**src/rtl/pipeline_ctrl.sv**
```systemverilog
// Pipeline hazard/stall controller: load-use, branch flush, memory wait, halt.
// Optional perf counters enabled by defining PIPELINE_CTRL_PERF_EN.
module pipeline_ctrl #(
  parameter int unsigned MEM_TIMEOUT = 255
) (
  input  logic        clock,
  input  logic        reset,
  input  logic [4:0]  ID_Rs,
  input  logic [4:0]  ID_Rt,
  input  logic        ID_UsesRs,
  input  logic        ID_UsesRt,
  input  logic        EX_IsLoad,
  input  logic [4:0]  EX_Rd,
  input  logic        EX_BranchTaken,
  input  logic        MEM_Req,
  input  logic        MEM_Ready,
  input  logic        WB_IsHalt,
  output logic        PC_Enable,
  output logic        IFID_Enable,
  output logic        IDEX_Enable,
  output logic        EXMEM_Enable,
  output logic        IFID_Flush,
  output logic        IDEX_Flush,
  output logic        MEMWB_Flush,
  output logic        Halted,
  output logic        Error,
  output logic [31:0] StallCycles,
  output logic [15:0] FlushCount
);

  localparam logic [7:0] TIMEOUT = MEM_TIMEOUT[7:0];

  typedef enum logic [1:0] {
    S_RUN,
    S_MEMWAIT,
    S_HALT,
    S_ERROR
  } state_e;

  state_e     state_q, state_d;
  logic [7:0] wait_q, wait_d;
  logic       mem_stall;
  logic       load_use;
  logic       active;

  // Hazard detection and memory-stall qualification
  always_comb begin
    active    = (state_q == S_RUN) || (state_q == S_MEMWAIT);
    load_use  = EX_IsLoad && (EX_Rd != 5'd0) &&
                ((ID_UsesRs && (ID_Rs == EX_Rd)) ||
                 (ID_UsesRt && (ID_Rt == EX_Rd)));
    mem_stall = 1'b0;
    if (state_q == S_MEMWAIT) begin
      mem_stall = !MEM_Ready;
    end else if (state_q == S_RUN) begin
      mem_stall = MEM_Req && !MEM_Ready;
    end
  end

  // State and wait-counter registers
  always_ff @(posedge clock or negedge reset) begin
    if (!reset) begin
      state_q <= S_RUN;
      wait_q  <= '0;
    end else begin
      state_q <= state_d;
      wait_q  <= wait_d;
    end
  end

  // Next state: a wait that hits the timeout traps in ERROR
  always_comb begin
    state_d = state_q;
    wait_d  = wait_q;
    unique case (state_q)
      S_RUN, S_MEMWAIT: begin
        if (mem_stall) begin
          wait_d  = (state_q == S_RUN) ? 8'd1 : wait_q + 8'd1;
          state_d = (wait_d >= TIMEOUT) ? S_ERROR : S_MEMWAIT;
        end else begin
          wait_d  = '0;
          state_d = WB_IsHalt ? S_HALT : S_RUN;
        end
      end
      default: begin
        wait_d = '0;
      end
    endcase
  end

  // Control outputs; freeze always beats flush on the same register
  always_comb begin
    PC_Enable    = 1'b0;
    IFID_Enable  = 1'b0;
    IDEX_Enable  = 1'b0;
    EXMEM_Enable = 1'b0;
    IFID_Flush   = 1'b0;
    IDEX_Flush   = 1'b0;
    MEMWB_Flush  = 1'b0;
    priority case (1'b1)
      (state_q == S_ERROR): begin
        MEMWB_Flush = 1'b1;
      end
      (state_q == S_HALT): begin
        MEMWB_Flush = 1'b0;
      end
      mem_stall: begin
        MEMWB_Flush = 1'b1;
      end
      EX_BranchTaken: begin
        PC_Enable    = 1'b1;
        IFID_Enable  = 1'b1;
        IDEX_Enable  = 1'b1;
        EXMEM_Enable = 1'b1;
        IFID_Flush   = 1'b1;
        IDEX_Flush   = 1'b1;
      end
      load_use: begin
        IDEX_Enable  = 1'b1;
        EXMEM_Enable = 1'b1;
        IDEX_Flush   = 1'b1;
      end
      default: begin
        PC_Enable    = 1'b1;
        IFID_Enable  = 1'b1;
        IDEX_Enable  = 1'b1;
        EXMEM_Enable = 1'b1;
      end
    endcase
  end

  assign Halted = (state_q == S_HALT);
  assign Error  = (state_q == S_ERROR);

`ifdef PIPELINE_CTRL_PERF_EN
  logic [31:0] stall_cnt_q, stall_cnt_d;
  logic [15:0] flush_cnt_q, flush_cnt_d;

  // Stall counter wraps; flush counter saturates
  always_comb begin
    stall_cnt_d = stall_cnt_q;
    flush_cnt_d = flush_cnt_q;
    if (active && !PC_Enable) begin
      stall_cnt_d = stall_cnt_q + 32'd1;
    end
    if (IFID_Flush && (flush_cnt_q != 16'hFFFF)) begin
      flush_cnt_d = flush_cnt_q + 16'd1;
    end
  end

  // Performance counter registers
  always_ff @(posedge clock or negedge reset) begin
    if (!reset) begin
      stall_cnt_q <= '0;
      flush_cnt_q <= '0;
    end else begin
      stall_cnt_q <= stall_cnt_d;
      flush_cnt_q <= flush_cnt_d;
    end
  end

  assign StallCycles = stall_cnt_q;
  assign FlushCount  = flush_cnt_q;
`else
  logic unused_active;
  assign unused_active = active;
  assign StallCycles   = '0;
  assign FlushCount    = '0;
`endif

endmodule

```
**config.mk**
```make
export PLATFORM = sky130hd
export DESIGN_NAME = pipeline_ctrl
export DESIGN_NICKNAME = d
export VERILOG_FILES = /design/src/rtl/pipeline_ctrl.sv
export SDC_FILE = /design/constraint.sdc
export NUM_CORES = 1
export LEC_CHECK = 0
export CAP_MARGIN = 20
export CORE_MARGIN = 8
export CORE_UTILIZATION = 34
export CTS_CLUSTER_SIZE = 14
export DETAILED_ROUTE_END_ITERATION = 7
export PLACE_DENSITY = 0.81
export RECOVER_POWER = 100
export SYNTH_ARGS = -nofsm -noshare
export SYNTH_HDL_FRONTEND = slang
export SYNTH_SLANG_ARGS = --single-unit
```
**constraint.sdc**
```tcl
create_clock -name clock -period 2.45 [get_ports clock]
set_input_delay 0.6125 -clock clock [delete_from_list [all_inputs] [get_ports clock]]
set_output_delay 0.6125 -clock clock [all_outputs]
set_load 0.02 [all_outputs]
```
==> results.json, run 1 <==
{
  "status": "finished clean",
  "final_cell_mix": "conb_1, dfrtp_1, xor2_1, buf_2, clkdlybuf4s50_1",
  "required_ns": 1.84,
  "hold_start": "wait_q[0]",
  "cts_hold_buffers": 0,
  "r2r_slack_ns": 0.54,
  "maxCapViolCount": 0,
  "initial_core_util_pct": 35.2,
  "num_rows": 20,
  "regArea_um2": 250,
  "first_global_vias": 856,
  "grt-ovfl-total": 0,
  "cts.clk_slew.worst_paths_ns": 0.06,
  "dieWidth_um": 71.8,
  "syn_area_um2": 1060,
  "rsz0062_at_grt": "true",
  "r2r_start": "wait_q[0]",
  "fin_crit_sh_pct": 100,
  "crit_family": "compound AO/OA/AOI/OAI gates",
  "worst_path_most_repeated_cell": "buf_6",
  "final_common_cell": "conb_1",
  "crit_chain": "buf_6 -> buf_6 -> xor2_2 -> nor4_2 -> a32oi_2 -> o31a_1 -> buf_6",
  "nFillCells": 302,
  "wl_per_cell_um": 12.7,
  "fmax_mhz": 408,
  "place_ws_ns": -0.814,
  "synthCells": 125,
  "antenna_found_initial": 0,
  "multiInputGateArea_um2": 603,
  "cts_tree": "yes",
  "critical_path.max_fanout": 2,
  "layout.nets": 190,
  "startpoint": "EX_Rd[1]",
  "dp_hpwl_um": 2120,
  "vias": 817,
  "min_to": "wait_q[0]",
  "fp.coreArea_um2": 3000,
  "yosysUniqueCellTypes": 30,
  "slew_violations": 0,
  "io_buffers": 32,
  "cts_htree_levels": 1,
  "viasPerCell": 4.17,
  "drt_iter0_drc": 14,
  "rr_worst_depth": 5,
  "powerDensity_nw_per_um2": 381,
  "path_buf_inv": 3,
  "worstReg2RegEnd": "state_q[1]",
  "hold_class": "reg -> reg",
  "place.gp.congestion": 0.777,
  "worstSkewPairLatency_ns": 0.26,
  "cts_buffers": 3,
  "crit_type": "in -> out",
  "grt_pass1_wl_um": 3740,
  "peakVddDrop_uv": 350,
  "yosys_warnings": 0,
  "pin_count": 81,
  "ys_seq_elements": 10,
  "cp.arrival_ns": 1.84,
  "dieArea_um2": 5150,
  "wirelength_um": 2490,
  "fin_crit_ns": 2.45,
  "grt.total_usage_pct": 8.86,
  "worstSetupStartpointType": "input pin",
  "min_path_cells": 1,
  "power.leakage_nw": 0.632,
  "post-route-util_pct": 41.4,
  "drive_gt1_share_pct": 20.9,
  "clock_tree.root_cell": "clkbuf_4",
  "dr.pass1.iters": 4,
  "drt.antenna.violating_nets": 0,
  "grt_max_degree": 11,
  "fin_ws_ns": 0.000411,
  "cts.sinks": 10,
  "crit_slowest_cell": "o31a_1",
  "end_kind": "output port",
  "setup_violations": 0,
  "syn_area_per_cell_um2": 8.47,
  "fp.dieH_um": 71.8,
  "finClkSkew_ns": 0.00540,
  "clock_path_buffers": 2,
  "diodes": 0,
  "path_depth": 7,
  "area_delta_synth_final_pct": 17.4,
  "drc": 0,
  "ys_seq_area_share_pct": 23.6,
  "final_hold_viol_count": 0,
  "cp_slowest_stage_delay_ns": 0.33
}
==> worst max path at each step <==
| stage | endpoint | slack, ns |
|---|---|---|
| floorplan | PC_Enable | 0.06 |
| global placement | PC_Enable | -0.78 |
| detailed placement | PC_Enable | -0.81 |
| CTS | PC_Enable | -0.001 |
| global route | PC_Enable | -0.06 |
| finish | PC_Enable | 0.0004 |
==> repair_timing <==
item,in CTS,in global routing
setup buffers,1,0
gates resized for setup,74,9
endpoints found under the setup margin,7,6
hold endpoints to repair,0,0
pin swaps,10,7
==> through the flow <==
| stage | TNS [ns] | hold slack, ns | std cells | area (µm²) | power (mW) |
|---|---|---|---|---|---|
| 2_1_floorplan | 0 | 0.317 | 172 | 1230 | 0.354 |
| 3_3_place_gp | -3.34 | 0.507 | 192 | 1250 | 0.373 |
| 3_5_place_dp | -3.44 | 0.514 | 192 | 1250 | 0.374 |
| 4_1_cts | -0.00145 | 0.538 | 196 | 1280 | 0.480 |
| 5_1_grt | -0.160 | 0.560 | 196 | 1240 | 0.500 |
| 6_report | 0 | 0.540 | 196 | 1240 | 0.474 |
==> synth_stat cells <==
cell type  instances  area, µm²
o41ai_2            1       16.3
and3_1             1       6.26
or3_1              2       12.5
nand3_1            3       15.0
a211oi_1           1       7.51
o211ai_2           1       12.5
and3_2             1       7.51
buf_4             51        383
inv_1              4       15.0
o31a_1             1       8.76
and2_2             1       7.51
xnor2_1            4       35.0
a2111o_1           1       11.3
and2_0             1       6.26
nor3_1             1       5.00
xor2_1            10       87.6
nand2b_1           2       12.5
o31ai_1            1       7.51
a21oi_1            6       30.0
dfrtp_1           10        250
o21ai_0            2       10.0
ha_1               1       12.5
nand2_1            5       18.8
or4_1              1       7.51
buf_6              1       11.3
nor4_1             3       18.8
conb_1             1       3.75
o21bai_1           1       7.51
a32oi_1            1       8.76
nor2_1             6       22.5
==> per-layer routing <==
layer | track usage (%) | vias up | routed length (µm)
li1 | - | 391 | -
met1 | 9.04 | 366 | 900
met2 | 16.7 | 48 | 1390
met3 | 2.79 | 12 | 157
met4 | 2.49 | 0 | 44
met5 | 0 | - | 0
==> area by class of cell <==
| cell class | instances | share of cell area [%] |
|---|---|---|
| multi-input cells | 106 | 48.5 |
| clock buffers | 3 | 1.81 |
| flip-flops and latches | 10 | 20.1 |
| repair buffers | 40 | 25.0 |
| well taps | 33 | 3.32 |
| inverters | 4 | 1.21 |
==> kinds of logic (layout without fill, tap and decap cells) <==
| kind of cell | count (synthesis) | count (layout) | share of synthesized area (%) |
|---|---|---|---|
| and+or+nand+nor | 27 | 27 | 13.2 |
| buffers and inverters | 56 | 47 | 38.7 |
| AOI/OAI and AO/OA | 16 | 16 | 11.3 |
| xor gates and xnor gates | 14 | 14 | 11.6 |
| DFF | 10 | 10 | 23.6 |
| other | 1 | 48 | 0.354 |
| adders and majority gates | 1 | 1 | 1.18 |
==> power by group <==
part	internal [mW]	switching, mW
registers	0.169	0.00208
clock network	0.0566	0.0522
logic	0.0645	0.129
total	0.290	0.184
==> flip-flops by register name, indices dropped and copies added (netlist names) <==
register and count:
state_q 2, wait_q 8
Note: power is estimated with default switching activity, not from simulation.
==> run 2, diff against run 1 <==
==> constraint.sdc (replaced) <==
create_clock -name clock -period 2.35 [get_ports clock]
set_input_delay 0.5875 -clock clock [delete_from_list [all_inputs] [get_ports clock]]
set_output_delay 0.5875 -clock clock [all_outputs]
set_load 0.02 [all_outputs]
==> run 2 against run 1 <==
Against the previous run: the run now ends with negative setup slack left; final area up 5.0%; core utilization rose by 2.1 points; combinational power grew 9%; largest cell class unchanged; largest power group unchanged; highest routed layer unchanged.
==> results.json, run 2 (same netlist as run 1, synthesis figures left out) <==
{
  "status": "finished with violations",
  "violations": "negative setup slack",
  "grt_pass1_wl_um": 3860,
  "min_path_cells": 1,
  "cts_tree": "yes",
  "drt_iter0_drc": 9,
  "vias": 797,
  "dp_hpwl_um": 2150,
  "nFillCells": 318,
  "r2r_start": "wait_q[0]",
  "slew_violations": 0,
  "cts.sinks": 10,
  "grt_max_degree": 11,
  "rsz0062_at_grt": "true",
  "place_area_um2": 1250,
  "grt.met2_usage_pct": 17.8,
  "drive_gt1_share_pct": 22.1,
  "drc": 0,
  "grt.total_usage_pct": 9.28,
  "pwr-share-clk_pct": 23.0,
  "maxCapViolCount": 0,
  "dieArea_um2": 5150,
  "fp.coreArea_um2": 3000,
  "fin_crit_ns": 2.38,
  "clock_path_buffers": 2,
  "final_common_cell": "conb_1",
  "fmax_mhz": 420,
  "dieWidth_um": 71.8,
  "final_cell_mix": "conb_1, dfrtp_1, xor2_1, buf_6",
  "fp.dieH_um": 71.8,
  "antenna_found_initial": 0,
  "fin_ws_ns": -0.0336,
  "power.leakage_nw": 0.658,
  "grt_use_met1_pct": 8.86,
  "diodes": 0,
  "worstReg2RegEnd": "state_q[1]",
  "r2r_slack_ns": 0.44,
  "finalInstanceArea_um2": 1310,
  "multiInputGateArea_um2": 626,
  "seqPwrFrac_pct": 35.2,
  "cts_buffers": 3,
  "dr.pass1.iters": 3,
  "required_ns": 1.76,
  "wl_per_cell_um": 13.3,
  "gr-usage-met3_pct": 3.07,
  "finClkSkew_ns": 0.00241,
  "peakVddDrop_uv": 271,
  "initial_core_util_pct": 35.2,
  "num_rows": 20,
  "p_switching_mw": 0.198,
  "end_kind": "output port",
  "cp.arrival_ns": 1.80,
  "fin_crit_sh_pct": 101,
  "cts_htree_levels": 1,
  "cts.clk_slew.worst_paths_ns": 0.06,
  "setup_violations": 2,
  "grt-ovfl-total": 0,
  "drt.antenna.violating_nets": 0,
  "io_buffers": 32,
  "swShare_pct": 39.1,
  "reg_top3": "wait_q (8), state_q (2)",
  "area_delta_synth_final_pct": 23.3,
  "clock_tree.root_cell": "clkbuf_4",
  "layout.nets": 190,
  "powerDensity_nw_per_um2": 389,
  "first_global_vias": 865,
  "hold_class": "reg -> reg",
  "busiest_layer": "met2",
  "critical_path.max_fanout": 2,
  "min_to": "wait_q[0]",
  "rr_worst_depth": 5,
  "place.gp.congestion": 0.770,
  "regMostFlops": "wait_q",
  "crit_type": "in -> out",
  "pin_count": 81,
  "final_hold_viol_count": 0,
  "regArea_um2": 250,
  "worstSetupStartpointType": "input pin",
  "internal-power_mw": 0.309,
  "viasPerCell": 4.07,
  "tns_ns": -0.0666,
  "largest_reg_flops": 8,
  "wirelength_um": 2600,
  "worstSkewPairLatency_ns": 0.26,
  "combPwrFrac_pct": 41.8,
  "hold_start": "wait_q[0]"
}
-- run 2: cell count changes in the layout (fill, tap and decap cells not counted), sizes merged --
cell / change
dlygate4sd2: +1
clkbuf: -2
dlymetal6s2s: +1
clkdlybuf4s15: +1
clkdlybuf4s50: -1
-- run 2: what timing repair did --
item | 4_1_cts | 5_1_grt
gates cloned | 0 | 0
buffers inserted | 1 | 0
resized for setup | 78 | 16
pin swaps | 10 | 5
hold buffers | 0 | 0
endpoints found under the setup margin | 7 | 6
-- run 2: stage by stage --
stage | util, % | setup slack (ns) | std cells | hold WS, ns | power (mW)
after global placement | 41.8 | -0.832 | 192 | 0.507 | 0.389
after CTS | 42.7 | -0.0985 | 196 | 0.519 | 0.506
after detailed placement | 41.8 | -0.846 | 192 | 0.507 | 0.390
after global routing | 43.5 | -0.0880 | 196 | 0.560 | 0.533
after floorplan | - | 0.0119 | 172 | 0.292 | 0.369
final | 43.5 | -0.0336 | 196 | 0.517 | 0.507
-- run 2: how the worst max path moves through the flow --
stage	startpoint	endpoint	slack, ns	cells past startpoint
6_report	ID_Rt[2]	PC_Enable	-0.03	6
4_1_cts	MEM_Ready	EXMEM_Enable	-0.1	6
2_1_floorplan	EX_Rd[1]	PC_Enable	0.01	4
3_3_place_gp	EX_Rd[2]	PC_Enable	-0.83	5
5_1_grt	MEM_Ready	IDEX_Flush	-0.09	5
3_5_place_dp	EX_Rd[2]	PC_Enable	-0.85	5
-- run 2: power groups by stage --
stage	sequential, mW	combinational (mW)	clock, mW
floorplan	0.181	0.188	0
global placement	0.181	0.207	0
detailed placement	0.182	0.208	0
CTS	0.178	0.207	0.121
global route	0.179	0.228	0.127
finish	0.178	0.212	0.117
-- run 2: final cells by class --
| class | instances | area share, % |
|---|---|---|
| Sequential cell | 10 | 19.2 |
| Clock buffer | 3 | 1.73 |
| Inverter | 4 | 1.15 |
| Multi-Input combinational cell | 106 | 47.9 |
| Tap cell | 33 | 3.16 |
| Timing Repair Buffer | 40 | 26.8 |
-- run 2: worst max-delay path, stage by stage --
cell and delay, ns:
buf_6 0.10, xor2_2 0.17, nor4_2 0.32, a32oi_2 0.17, o31a_1 0.30, buf_6 0.14
-- run 2: routing by layer --
layer / routed length, µm / vias up
met1: 906 / 364
li1: - / 392
met5: 0 / -
met4: 43 / 0
met2: 1490 / 37
met3: 159 / 4
